### config.mk
export PLATFORM = sky130hd
export DESIGN_NAME = lsu_mem_tag_tracker
export DESIGN_NICKNAME = d
export VERILOG_FILES = /design/src/rtl/lsu_mem_tag_tracker.sv
export SDC_FILE = /design/constraint.sdc
export NUM_CORES = 1
export LEC_CHECK = 0
export ABC_AREA = 0
export BUFFER_PORTS_ARGS = -buffer_cell sky130_fd_sc_hd__buf_2
export CAP_MARGIN = 25
export CORE_MARGIN = 2
export CORE_UTILIZATION = 25
export DETAILED_ROUTE_END_ITERATION = 6
export GPL_ROUTABILITY_DRIVEN = 0
export GPL_TIMING_DRIVEN = 0
export PLACE_DENSITY = 0.44
export SYNTH_ARGS = -nofsm -noshare
export SYNTH_HDL_FRONTEND = slang
export SYNTH_SLANG_ARGS = --single-unit
### constraint.sdc
create_clock -name clk -period 5.7 [get_ports clk]
set_clock_uncertainty 0.05 [all_clocks]
set_input_delay 1.14 -clock clk [delete_from_list [all_inputs] [get_ports clk]]
set_output_delay 1.14 -clock clk [all_outputs]
set_load 0.005 [all_outputs]
### src/rtl/lsu_mem_tag_tracker.sv
// Outstanding memory request tracker: allocates a tag per issued LSU
// request, records its metadata, marks it complete on a matching ack and
// retires completed entries lowest-index first, one per cycle.
module lsu_mem_tag_tracker #(
  parameter int unsigned DEPTH  = 16,
  parameter int unsigned TAG_W  = 4,
  parameter int unsigned WFID_W = 6,
  parameter int unsigned DEST_W = 12,
  parameter int unsigned PC_W   = 32
) (
  input  logic              clk,
  input  logic              rst,
  input  logic              alloc_valid,
  output logic              alloc_ready,
  output logic [TAG_W-1:0]  alloc_tag,
  input  logic [WFID_W-1:0] alloc_wfid,
  input  logic [DEST_W-1:0] alloc_dest_reg,
  input  logic [PC_W-1:0]   alloc_pc,
  input  logic              alloc_is_store,
  input  logic              mem_ack,
  input  logic [TAG_W-1:0]  mem2lsu_tag,
  output logic              retire_valid,
  input  logic              retire_ready,
  output logic [TAG_W-1:0]  retire_tag,
  output logic [WFID_W-1:0] retire_wfid,
  output logic [DEST_W-1:0] retire_dest_reg,
  output logic [PC_W-1:0]   retire_pc,
  output logic              retire_is_store,
  output logic [TAG_W:0]    occupancy,
  output logic              err_bad_ack
);

  typedef enum logic [1:0] {
    ST_FREE    = 2'd0,
    ST_PENDING = 2'd1,
    ST_DONE    = 2'd2
  } ent_state_e;

  typedef struct packed {
    logic [WFID_W-1:0] wfid;
    logic [DEST_W-1:0] dest;
    logic [PC_W-1:0]   pc;
    logic              is_store;
  } rec_t;

  ent_state_e r_state     [DEPTH];
  ent_state_e w_state_nxt [DEPTH];
  rec_t       r_rec       [DEPTH];

  logic [TAG_W:0]   r_occ;
  logic             r_err_bad_ack;

  logic             w_any_free;
  logic [TAG_W-1:0] w_free_idx;
  logic             w_any_done;
  logic [TAG_W-1:0] w_done_idx;
  logic             w_alloc_fire;
  logic             w_retire_fire;
  logic             w_bad_ack;
  rec_t             w_ret_rec;

  // Lowest-index FREE and DONE entries (scan high to low so the lowest wins)
  always_comb begin
    w_any_free = 1'b0;
    w_free_idx = '0;
    w_any_done = 1'b0;
    w_done_idx = '0;
    for (int i = int'(DEPTH) - 1; i >= 0; i--) begin
      if (r_state[i] == ST_FREE) begin
        w_any_free = 1'b1;
        w_free_idx = TAG_W'(i);
      end
      if (r_state[i] == ST_DONE) begin
        w_any_done = 1'b1;
        w_done_idx = TAG_W'(i);
      end
    end
  end

  assign w_alloc_fire  = alloc_valid && w_any_free;
  assign w_retire_fire = w_any_done && retire_ready;

  // Per-entry next state; alloc, ack and retire always target distinct entries
  always_comb begin
    for (int i = 0; i < int'(DEPTH); i++) begin
      w_state_nxt[i] = r_state[i];
    end
    w_bad_ack = 1'b0;
    if (w_alloc_fire) begin
      w_state_nxt[w_free_idx] = ST_PENDING;
    end
    if (mem_ack) begin
      if (r_state[mem2lsu_tag] == ST_PENDING) begin
        w_state_nxt[mem2lsu_tag] = ST_DONE;
      end else begin
        w_bad_ack = 1'b1;
      end
    end
    if (w_retire_fire) begin
      w_state_nxt[w_done_idx] = ST_FREE;
    end
  end

  // Entry state register
  always_ff @(posedge clk or negedge rst) begin
    if (!rst) begin
      for (int i = 0; i < int'(DEPTH); i++) begin
        r_state[i] <= ST_FREE;
      end
    end else begin
      for (int i = 0; i < int'(DEPTH); i++) begin
        r_state[i] <= w_state_nxt[i];
      end
    end
  end

  // Request record capture on the alloc handshake
  always_ff @(posedge clk or negedge rst) begin
    if (!rst) begin
      for (int i = 0; i < int'(DEPTH); i++) begin
        r_rec[i] <= '0;
      end
    end else if (w_alloc_fire) begin
      r_rec[w_free_idx] <= '{wfid: alloc_wfid, dest: alloc_dest_reg,
                             pc: alloc_pc, is_store: alloc_is_store};
    end
  end

  // Occupancy counter and registered bad-ack pulse
  always_ff @(posedge clk or negedge rst) begin
    if (!rst) begin
      r_occ         <= '0;
      r_err_bad_ack <= 1'b0;
    end else begin
      r_err_bad_ack <= w_bad_ack;
      case ({w_alloc_fire, w_retire_fire})
        2'b10:   r_occ <= r_occ + (TAG_W+1)'(1);
        2'b01:   r_occ <= r_occ - (TAG_W+1)'(1);
        default: r_occ <= r_occ;
      endcase
    end
  end

  // Presented retire record reads zero when nothing is DONE
  assign w_ret_rec = w_any_done ? r_rec[w_done_idx] : '0;

  assign alloc_ready     = w_any_free;
  assign alloc_tag       = w_free_idx;
  assign retire_valid    = w_any_done;
  assign retire_tag      = w_done_idx;
  assign retire_wfid     = w_ret_rec.wfid;
  assign retire_dest_reg = w_ret_rec.dest;
  assign retire_pc       = w_ret_rec.pc;
  assign retire_is_store = w_ret_rec.is_store;
  assign occupancy       = r_occ;
  assign err_bad_ack     = r_err_bad_ack;

endmodule

# Word-level counts from Yosys, hierarchy flattened
# Index checks and enable logic that the tools add are counted.
totals:
  regBits: 854
  output_inout_bits: 67
  in_bits: 60
classes:
  n_mux: 87
  bitwise: 11
  add_sub_neg: 2
  n_lt_le_gt_ge: 6
  eq_ne: 19
  n_reduce_logical: 22
ops:
  columns: ["op", "n"]
  rows:
  - ["bitwise mux 816 bit", 1]
  - ["binary-select mux 51 bit (select 4 bit)", 1]
  - ["demux 51 bit (select 4 bit)", 1]
  - ["2-to-1 mux 51 bit", 4]
  - ["2-to-1 mux 32 bit", 4]
  - ["2-to-1 mux 4 bit", 32]
  - ["== test 2 bit, second input constant", 17]
  - ["2-to-1 mux 1 bit", 34]
  - ["AND 16 bit", 2]
  - ["AND 32 bit", 1]
  - ["logical NOT 2 bit", 16]
  - ["inverter 16 bit", 2]
  - ["inverter 32 bit", 1]
  - ["OR 16 bit", 2]
  - ["demux 2 bit (select 4 bit)", 3]
  - ["greater-or-equal comparator 5 bit, second input constant", 3]
  - ["less-than comparator 5 x 1 -> 1 bit, second input constant", 3]
  - ["inverter 4 -> 5 bit", 3]
  - ["2-to-1 mux 2 bit", 5]
  - ["case mux 5 bit (2 select lines)", 1]
  - ["binary-select mux 2 bit (select 4 bit)", 1]
  - ["adder 5 x 1 -> 5 bit, second input constant", 1]
  - ["logical AND 1 bit", 5]
  - ["subtractor 5 x 1 -> 5 bit, second input constant", 1]
  - ["2 further kinds", 3]

# Logic depth before layout (Yosys ltp)
depth:
  word_depth: 30
  mapped_depth: 18

# Worst setup path after synthesis
# OpenSTA, ideal clock, no wires.
synth_timing:
  path_kind: "reg-to-output"
  startpoint: "register r_state[26] (netlist bit)"
  endpoint: "output port retire_dest_reg[0]"
  required_ns: 4.510
  path_buffers: 4
  stages_incl_launch_ff: 13
  setup_slack_ns: 2.202
  arrival_time_ns: 2.308
  cell_sequence: "dfrtp_1 -> nand2b_1 -> clkbuf_1 -> nand4_2 -> nor2_2 -> and3_1 -> buf_2 -> nand2_1 -> buf_4 -> clkbuf_1 -> nor2_1 -> or3_1 -> nor3_1"
synth_via:
  elab_chain_cells: 9
  word_cells_on_any_way: 12
  classes_between: "eq/ne: 1; mux: 10; bitwise: 1"
synth_lines:
  columns: ["item", "line", "rtl"]
  rows:
  - ["start: declaration", "46", "ent_state_e r_state [DEPTH];"]
  - ["start signal: indexed assignment", "112", "r_state[i] <= w_state_nxt[i];"]
  - ["== test 2 bit *", "73", "if (r_state[i] == ST_DONE) begin"]
  - ["2-to-1 mux 4 bit (3 in series)", "73", null]
  - ["inverter 4 -> 5 bit (implied by the code)", "145", "assign w_ret_rec = w_any_done ? r_rec[w_done_idx] : '0;"]
  - ["binary-select mux 51 bit (select 4 bit)", "145", null]
  - ["2-to-1 mux 51 bit (implied by the code) (2 in series)", "145", null]
  - ["2-to-1 mux 51 bit *", "145", null]
  - ["end: declaration", "26", "output logic [DEST_W-1:0] retire_dest_reg,"]
# Every way passes the cells marked *; elsewhere a longest branch is shown, timed or not. The select of a mux whose other input is x is not followed.

# Final worst setup path
layout_timing:
  startpoint: "register r_state[23] (netlist bit)"
  endpoint: "output port retire_dest_reg[11]"
layout_via:
  elab_chain_cells: 11
  word_cells_on_any_way: 16
  classes_between: "eq/ne: 1; mux: 14; bitwise: 1"
layout_lines:
  columns: ["item", "line"]
  rows:
  - ["== test 2 bit *", "73"]
  - ["2-to-1 mux 4 bit (5 in series)", "73"]
  - ["inverter 4 -> 5 bit (implied by the code)", "145"]
  - ["binary-select mux 51 bit (select 4 bit)", "145"]
  - ["2-to-1 mux 51 bit (implied by the code) (2 in series)", "145"]
  - ["2-to-1 mux 51 bit *", "145"]
# Marks and branches as above.

==> results.py <==
metrics = {
    "yosys": {
        "yosys.area.top_type": "dfrtp_1",
        "synth-seq-cells": 854,
        "synthSimpleGateAreaFrac": 0.0740,
        "syn-num-nets": 3032,
        "synth_compound_area_frac": 0.0810,
        "synthTopCellsByArea": "dfrtp_1 57%, mux2_2 24%, o22ai_1 2.5%",
        "async_flop_share": 1.00,
        "synthAdderAreaFrac": 0.00185,
        "syn_inst": 2967,
        "synth_top_cell_area_share": 0.566,
        "syn_area_per_cell_um2": 12.7,
        "synth.distinct_cells": 65,
        "muxShareOfSynthArea": 0.248,
        "synth_xor_area_frac": 0.00116,
        "netlist_area_um2": 37800,
        "synth_top_family_by_area": "multiplexers",
        "seq_area_frac_synth": 0.566,
        "ys_top_cells_by_count": "854 x dfrtp_1, 816 x mux2_2, 228 x nor2_1, 155 x clkbuf_1, 153 x o22ai_1",
        "synth_ff_type": "dfrtp_1",
        "yosysWarnings": 0,
        "synth_edf_count": 0,
        "synth.most_common_cell": "dfrtp_1",
    },
    "setup_path": {
        "setup.worst_path.start": "r_state[23]",
        "rrSetupSlack_ps": 1260,
        "crit_required_ps": 4510,
        "critPathMaxFanout": 10,
        "startpoint_type": "flip-flop",
        "cp-end-kind": "output pin",
        "regToRegStartpoint": "r_state[23]",
        "critPathArrivalTime_ps": 4490,
        "worstSetupPathType": "reg2out",
    },
    "timing": {
        "timing.hold.ws_ps": 394,
        "setup_viol_count_final": 0,
        "finalCritPeriodShare": 0.996,
        "slew_headroom": 0.250,
        "tightest_slew_ps": 1120,
        "fmaxAchievable_mhz": 176,
        "timing.final.max_slew_violations": 0,
        "final_hold_viol_count": 0,
        "finalCriticalPeriod_ps": 5680,
        "rsz0062_at_grt": "true",
    },
    "power": {
        "peakVddDrop_uv": 487,
        "power_mw": 31.9,
        "power_leakage_nw": 20.1,
        "p_per_area_nw_per_um2": 705,
    },
    "placement": {
        "dp_cells": 5136,
        "dp_hpwl_mm": 90.9,
        "port_buffers": 123,
    },
    "clocking": {
        "clk_pin_slew_ps": 60,
        "cts_tree": "done",
        "cts_root_buf": "clkbuf_16",
        "hold_buffers": 0,
        "cts_buffers": 103,
        "insertion_delay_ps": 710,
        "cts-htree-levels": 3,
        "cts_sinks": 854,
        "cts_buffer_depth": 3,
    },
    "drt": {
        "first_pass_iters": 6,
        "drtIter0Drc": 2071,
        "viasPerCell": 4.94,
        "wl_per_cell_um": 25.3,
        "finalWirelength_mm": 135,
        "via_count": 26300,
        "drcViolationCount": 0,
        "ant_nets": 0,
    },
    "global_routing": {
        "grt_pass1_vias": 26900,
        "grt_pass1_wl_mm": 196,
        "antenna_found_initial": 18,
        "grt_max_degree": 117,
        "grt.overflow.total": 0,
        "grt_usage": 0.175,
    },
    "final_layout": {
        "stdcell_count": 5327,
        "drive_gt1_frac": 0.393,
        "area.growth.synth_to_final_pct": 19.8,
        "nets": 3297,
    },
    "min_path": {
        "hold_path.class": "in2async",
    },
    "die": {
        "core_area_um2": 150000,
        "dieArea_um2": 154000,
        "start_util": 0.252,
        "die_width_um": 393,
        "die_h_um": 393,
        "ios": 127,
        "rows": 142,
    },
    "status": {
        "outcome": "finished clean",
    },
    "run": {
        "drv_cap": 0,
    },
}
-- per-stage QoR --
step	utilization	cell area, um2	TNS [ps]	worst slack (ps)
floorplan	-	37800	0	2200
global placement	0.273	40900	-	-16620
detailed placement	0.277	41500	-362	-176
CTS	0.301	45200	0	3.47
global route	0.302	45200	-41.6	-38.9
finish	0.302	45200	0	20.0
-- worst max-delay path: stages (launching register included) --
cell      delay [ps]
dfrtp_1          430
nor2b_1          160
buf_2            170
a211oi_1         320
nor2_1           160
a211o_1          240
buf_2            220
nand2_1          340
buf_2            400
o221ai_1         260
or3_1            430
nor3_1           440
buf_2            210
-- sequential cells by signal (all words and copies together), names as in the netlist --
name and cells:
r_state 32, r_rec 816, err_bad_ack 1, occupancy 5
-- cell families (layout without fill, tap and decap cells) --
group           after synthesis  count (layout)
other cells                   0               3
flops                       854             854
buf+inv                     261             602
simple gates                603             603
compound gates              408             408
xor+xnor                      5               5
fa+ha+maj                     5               5
mux                         831             831
-- power breakdown --
| group | internal, mW | switching, mW | total, mW | leakage (nW) |
|---|---|---|---|---|
| combinational | 6.34 | 8.78 | 15.1 | 7.58 |
| clock | 3.98 | 2.73 | 6.71 | 1.70 |
| sequential | 8.67 | 1.38 | 10.1 | 10.8 |
-- final timing paths --
check,to,cells after the start
worst max-delay path,retire_dest_reg[11],12
worst min-delay path,r_rec[5],1
worst max register to register,occupancy[4],18
worst min register to register,occupancy[4],1
max in group asynchronous,r_rec[47],4
min in group clk,occupancy[4],1
-- layer usage --
| metal | part of all wire | routed length [um] | vias to the layer above | GRT usage |
|---|---|---|---|---|
| met5 | 0.0011 | 154 | - | 0 |
| met4 | 0.031 | 4220 | 22 | 0.0561 |
| met3 | 0.059 | 8010 | 235 | 0.0378 |
| met2 | 0.43 | 58200 | 718 | 0.258 |
| met1 | 0.48 | 64400 | 13900 | 0.252 |
| li1 | - | - | 11500 | - |
-- what timing repair did --
item | in CTS | in global routing
pin swaps | 1 | 2
cloned | 0 | 0
endpoints found under the setup margin | 47 | 13
setup buffers | 2 | 3
gates resized for setup | 64 | 34
-- placed cells by master, fill, tap and decap left out, drive strengths merged, types with 15 or more instances in the layout --
cell type and instances:
clkinv 15, clkbuf 312, o22a 20, or3 39
mux2 816, nand3 23, nor2 229, buf 242
a21oi 19, a32oi 37, nor4 41, nand2b 15
o211ai 16, dfrtp 854, o22ai 153, nand2 137
inv 23, o221ai 90, o21ai 16, nor3 71
-- layout make-up --
cell class                      instances  area [um2]
Fill cell                           15400      105000
Sequential cell                       854       21400
Multi-Input combinational cell       1852       15500
Clock buffer                          154        3110
Tap cell                             2016        2520
Timing Repair Buffer                  160        1240
Buffer                                242        1110
Clock inverter                         27         339
Inverter                               19        71.3
Antenna cell                            3        7.51
(Power assumes the default switching activity.)
